$ cat src/rtl/mul23_seq_arbiter.sv
// Two-requester front end for one shared 2x3 combinational multiplier.
// Each 4x6 product is built from four partial-product passes that are shifted and accumulated.
module mul23_seq_arbiter #(
    parameter int FIXED_PRIO = 0
) (
    input  logic       clk,
    input  logic       rst_n,
    input  logic [1:0] req_valid,
    output logic [1:0] req_ready,
    input  logic [3:0] req_a0,
    input  logic [5:0] req_b0,
    input  logic [3:0] req_a1,
    input  logic [5:0] req_b1,
    output logic [1:0] mul_m,
    output logic [2:0] mul_q,
    input  logic [4:0] mul_p,
    output logic       res_valid,
    input  logic       res_ready,
    output logic [9:0] res_data,
    output logic       res_id,
    output logic       busy
);

    typedef enum logic [1:0] {
        S_IDLE = 2'd0,
        S_MUL  = 2'd1,
        S_DONE = 2'd2
    } state_t;

    state_t     r_state;
    state_t     w_state_next;
    logic [1:0] r_step;
    logic [9:0] r_acc;
    logic [3:0] r_a;
    logic [5:0] r_b;
    logic       r_last;
    logic       r_res_valid;
    logic [9:0] r_res_data;
    logic       r_res_id;

    logic       w_grant_any;
    logic       w_grant_id;
    logic [2:0] w_shamt;
    logic [9:0] w_pp_shifted;
    logic [9:0] w_acc_sum;

    // On a tie, round-robin favours whoever was not granted last.
    always_comb begin
        w_grant_any = |req_valid;
        w_grant_id  = 1'b0;
        case (req_valid)
            2'b01:   w_grant_id = 1'b0;
            2'b10:   w_grant_id = 1'b1;
            2'b11:   w_grant_id = (FIXED_PRIO != 0) ? 1'b0 : ~r_last;
            default: w_grant_id = 1'b0;
        endcase
    end

    // Pass order: A lo*B lo, A hi*B lo, A lo*B hi, A hi*B hi.
    always_comb begin
        case (r_step)
            2'd0:    w_shamt = 3'd0;
            2'd1:    w_shamt = 3'd2;
            2'd2:    w_shamt = 3'd3;
            default: w_shamt = 3'd5;
        endcase
        w_pp_shifted = 10'(mul_p) << w_shamt;
        w_acc_sum    = r_acc + w_pp_shifted;
    end

    always_comb begin
        w_state_next = r_state;
        req_ready    = 2'b00;
        mul_m        = 2'd0;
        mul_q        = 3'd0;
        case (r_state)
            S_IDLE: begin
                if (w_grant_any) begin
                    req_ready[w_grant_id] = 1'b1;
                    w_state_next          = S_MUL;
                end
            end
            S_MUL: begin
                mul_m = r_step[0] ? r_a[3:2] : r_a[1:0];
                mul_q = r_step[1] ? r_b[5:3] : r_b[2:0];
                if (r_step == 2'd3) begin
                    w_state_next = S_DONE;
                end
            end
            S_DONE: begin
                if (res_ready) begin
                    w_state_next = S_IDLE;
                end
            end
            default: w_state_next = S_IDLE;
        endcase
    end

    always_ff @(posedge clk or negedge rst_n) begin
        if (!rst_n) begin
            r_state     <= S_IDLE;
            r_step      <= 2'd0;
            r_acc       <= 10'd0;
            r_a         <= 4'd0;
            r_b         <= 6'd0;
            r_last      <= 1'b1;
            r_res_valid <= 1'b0;
            r_res_data  <= 10'd0;
            r_res_id    <= 1'b0;
        end else begin
            r_state <= w_state_next;
            case (r_state)
                S_IDLE: begin
                    if (w_grant_any) begin
                        r_a      <= w_grant_id ? req_a1 : req_a0;
                        r_b      <= w_grant_id ? req_b1 : req_b0;
                        r_res_id <= w_grant_id;
                        r_last   <= w_grant_id;
                        r_acc    <= 10'd0;
                        r_step   <= 2'd0;
                    end
                end
                S_MUL: begin
                    r_acc  <= w_acc_sum;
                    r_step <= r_step + 2'd1;
                    if (r_step == 2'd3) begin
                        r_res_data  <= w_acc_sum;
                        r_res_valid <= 1'b1;
                    end
                end
                S_DONE: begin
                    if (res_ready) begin
                        r_res_valid <= 1'b0;
                    end
                end
                default: ;
            endcase
        end
    end

    assign res_valid = r_res_valid;
    assign res_data  = r_res_data;
    assign res_id    = r_res_id;
    assign busy      = (r_state != S_IDLE);

endmodule

$ cat config.mk
export PLATFORM = sky130hd
export DESIGN_NAME = mul23_seq_arbiter
export DESIGN_NICKNAME = d
export VERILOG_FILES = /design/src/rtl/mul23_seq_arbiter.sv
export SDC_FILE = /design/constraint.sdc
export NUM_CORES = 1
export LEC_CHECK = 0
export ABC_AREA = 1
export CAP_MARGIN = 5
export CORE_MARGIN = 5
export CORE_UTILIZATION = 45
export CTS_CLUSTER_DIAMETER = 100
export CTS_CLUSTER_SIZE = 25
export DETAILED_ROUTE_END_ITERATION = 8
export GPL_TIMING_DRIVEN = 0
export HOLD_SLACK_MARGIN = 0.05
export PLACE_DENSITY = 0.75
export SETUP_SLACK_MARGIN = 0.5
export SYNTH_ARGS = -nofsm -noshare
export SYNTH_HDL_FRONTEND = slang
export SYNTH_SLANG_ARGS = --single-unit
$ cat constraint.sdc
create_clock -name clk -period 2.2 [get_ports clk]
set_input_delay 0.44 -clock clk [delete_from_list [all_inputs] [get_ports clk]]
set_output_delay 0.44 -clock clk [all_outputs]
set_load 0.02 [all_outputs]
==> flow_summary.ini <==
[timing]
holdWs_ns = 0.238
finalClockSkew_ns = 0.00532
worst_pin_slew_ns = 0.825
fmax_ghz = 0.387
setup_viol = 15
hold_viol = 0
finalCritPeriodShare_pct = 117
rsz0062_at_grt = true
post-route-worst-setup-slack_ns = -0.382
min_period_ns = 2.58
slew_headroom_pct = 45.0
finalMaxSlewViolations = 0

[layout]
drive_above_1_share_pct = 39.2
num_antenna_cells = 0
final_nets = 431
layout_commonest_cell = nand2_1
synthToLayoutAreaGrowth_pct = 58.6
final_cell_mix = nand2_1, dfrtp_1, buf_4
final_area_um2 = 3700

[route]
firstDrtPassIters = 6
drtIter0Drc = 133
num_vias = 2429
wl_mm = 7.12
vias_per_cell = 5.28
post_drt_wl_per_cell_um = 15.5
drc = 0
ant_nets = 0

[grt]
grt_pass1_wl_mm = 10.4
gr-usage-met2_pct = 36.2
overflow = 0
top_usage_layer = met2
track_usage_pct = 20.3
grt_max_degree = 38
grt_pass1_vias = 2344
grt_antenna_before_repair = 0
grtUsageMet3_pct = 6.03
use_met1_pct = 23.5

[clock_tree]
cts.sinks = 37
root_buffer = clkbuf_8
cts_tree = built
cts_max_level = 2
clock_path_buffers = 2
cts_buffers = 5
path_clk_slew_ns = 0.08
hold_buffers = 0
clk_latency_ns = 0.30

[synth]
synth_area_um2 = 2340
ys_seq_area_share_pct = 39.7
syn_inst = 297
yosysWarnings = 0
synthesis.nets = 339
ys_types = 35
avgSynthCellArea_um2 = 7.87
ys_seq_elements = 37

[setup_path]
slowest_stage = dfrtp_2
r2r_slack_ns = -0.38
cpPeakStageDelay_ns = 0.46
critPathMaxFanout = 5
reg2reg_to = res_data[9]
cp_top_family = simple AND/OR/NAND/NOR gates
cp.arrival_ns = 2.77
cp-end-kind = flip-flop
crit_buf_inv = 1
r2r_start = r_step[1]
reg2reg_depth = 15
crit_start = r_step[1]
crit_chain = ha_4 > buf_12 > nor2_8 > mux2i_2 > nand2_1 > o21ai_2 > nor2_1 > ha_1 > nand2_2 > nor2_2 > nand3_1 > nand3_1 > nand3_2 > nand3_2 > nand2_1
worstPathRequired_ns = 2.39
criticalPathCategory = flip-flop to flip-flop
crit_path_start_kind = flip-flop

[floorplanning]
core-area_um2 = 5070
initial_core_util_pct = 46.0
die_area_um2 = 6730
die_x_um = 82.1
ioPinCount = 50
die_h_um = 82.1
rows = 26

[hold_path]
min_path_type = input port to asynchronous set/reset pin

[placed_design]
placed_cell_area_um2 = 2950
dp_hpwl_mm = 4.22
port_buffers = 49
gp_congestion = 0.896

[run_status]
status = complete, but fails checks
violations = negative setup slack

[job]
maxCapViolCount = 0
metrics by stage:
step,instances,util (%),TNS [ns],setup WS [ns]
finish,460,73.0,-3.49,-0.382
global route,460,73.0,-5.46,-0.485
CTS,448,67.3,-2.48,-0.291
detailed placement,416,58.2,-5.03,-0.439
global placement,416,58.3,-10.76,-0.427
floorplan,297,-,-1.14,-0.181
metal layers:
metal / wire length (um) / part of all wire (%)
met5: 0 / 0
met4: 155 / 2.2
met3: 462 / 6.5
met2: 3770 / 53
met1: 2730 / 38
synthesized netlist by cell type:
cell type / instances / area (um^2)
nand2_1: 83 / 312
dfrtp_1: 36 / 901
inv_1: 28 / 105
o21ai_0: 27 / 135
nor2_1: 21 / 78.8
nand3_1: 20 / 100
a21oi_1: 12 / 60.1
ha_1: 11 / 138
o21ai_1: 8 / 40.0
o22ai_1: 7 / 43.8
buf_6: 4 / 45.0
nand3_2: 4 / 40.0
o21ai_2: 4 / 35.0
inv_2: 3 / 11.3
inv_4: 2 / 12.5
nand2_2: 2 / 12.5
nand2_4: 2 / 22.5
nand4_1: 2 / 12.5
nor2_4: 2 / 22.5
nor2_8: 2 / 40.0
or2_1: 2 / 12.5
xnor2_1: 2 / 17.5
a21o_1: 1 / 7.51
buf_2: 1 / 5.00
buf_4: 1 / 7.51
clkbuf_2: 1 / 5.00
dfstp_2: 1 / 26.3
fa_1: 1 / 20.0
inv_8: 1 / 11.3
mux2i_1: 1 / 10.0
nand3b_1: 1 / 7.51
nor2_2: 1 / 6.26
o21ai_4: 1 / 16.3
o21bai_1: 1 / 7.51
xor2_1: 1 / 8.76
sequential cells by signal, summed over array words and instances (netlist names):
name	flops
r_a	4
r_acc	10
r_b	6
r_last	1
r_state	2
r_step	2
res_data	10
res_id	1
res_valid	1
final cells by class:
| cell class | instances | area, um^2 |
|---|---|---|
| Sequential cell | 37 | 931 |
| Clock buffer | 6 | 82.6 |
| Clock inverter | 2 | 37.5 |
| Multi-Input combinational cell | 219 | 1540 |
| Buffer | 7 | 85.1 |
| Fill cell | 363 | 1370 |
| Tap cell | 70 | 87.6 |
| Inverter | 34 | 143 |
| Timing Repair Buffer | 85 | 798 |
cells by family after synthesis:
logic type | share of synthesized area, %
simple gates | 28.5
fa+ha+maj | 6.75
buf+inv | 8.68
compound gates | 14.8
mux | 0.429
flops | 39.7
xor+xnor | 1.13
worst max-delay path by stage:
stage,depth (start not counted),slack (ns),endpoint
floorplan,18,-0.18,res_data[9]
global placement,18,-0.43,res_data[9]
detailed placement,18,-0.44,r_acc[9]
CTS,18,-0.29,r_acc[9]
global route,15,-0.48,r_acc[9]
finish,15,-0.38,res_data[9]
what timing repair did:
item | CTS | global route
pin swaps | 15 | 15
buffers inserted | 24 | 12
hold endpoints to repair | 0 | 0
resized for setup | 107 | 46
setup endpoints to repair | 32 | 33
Power is left out: the tool's default activity adds up to more than one toggle a clock period on the data nets, which glitch-free logic cannot reach.
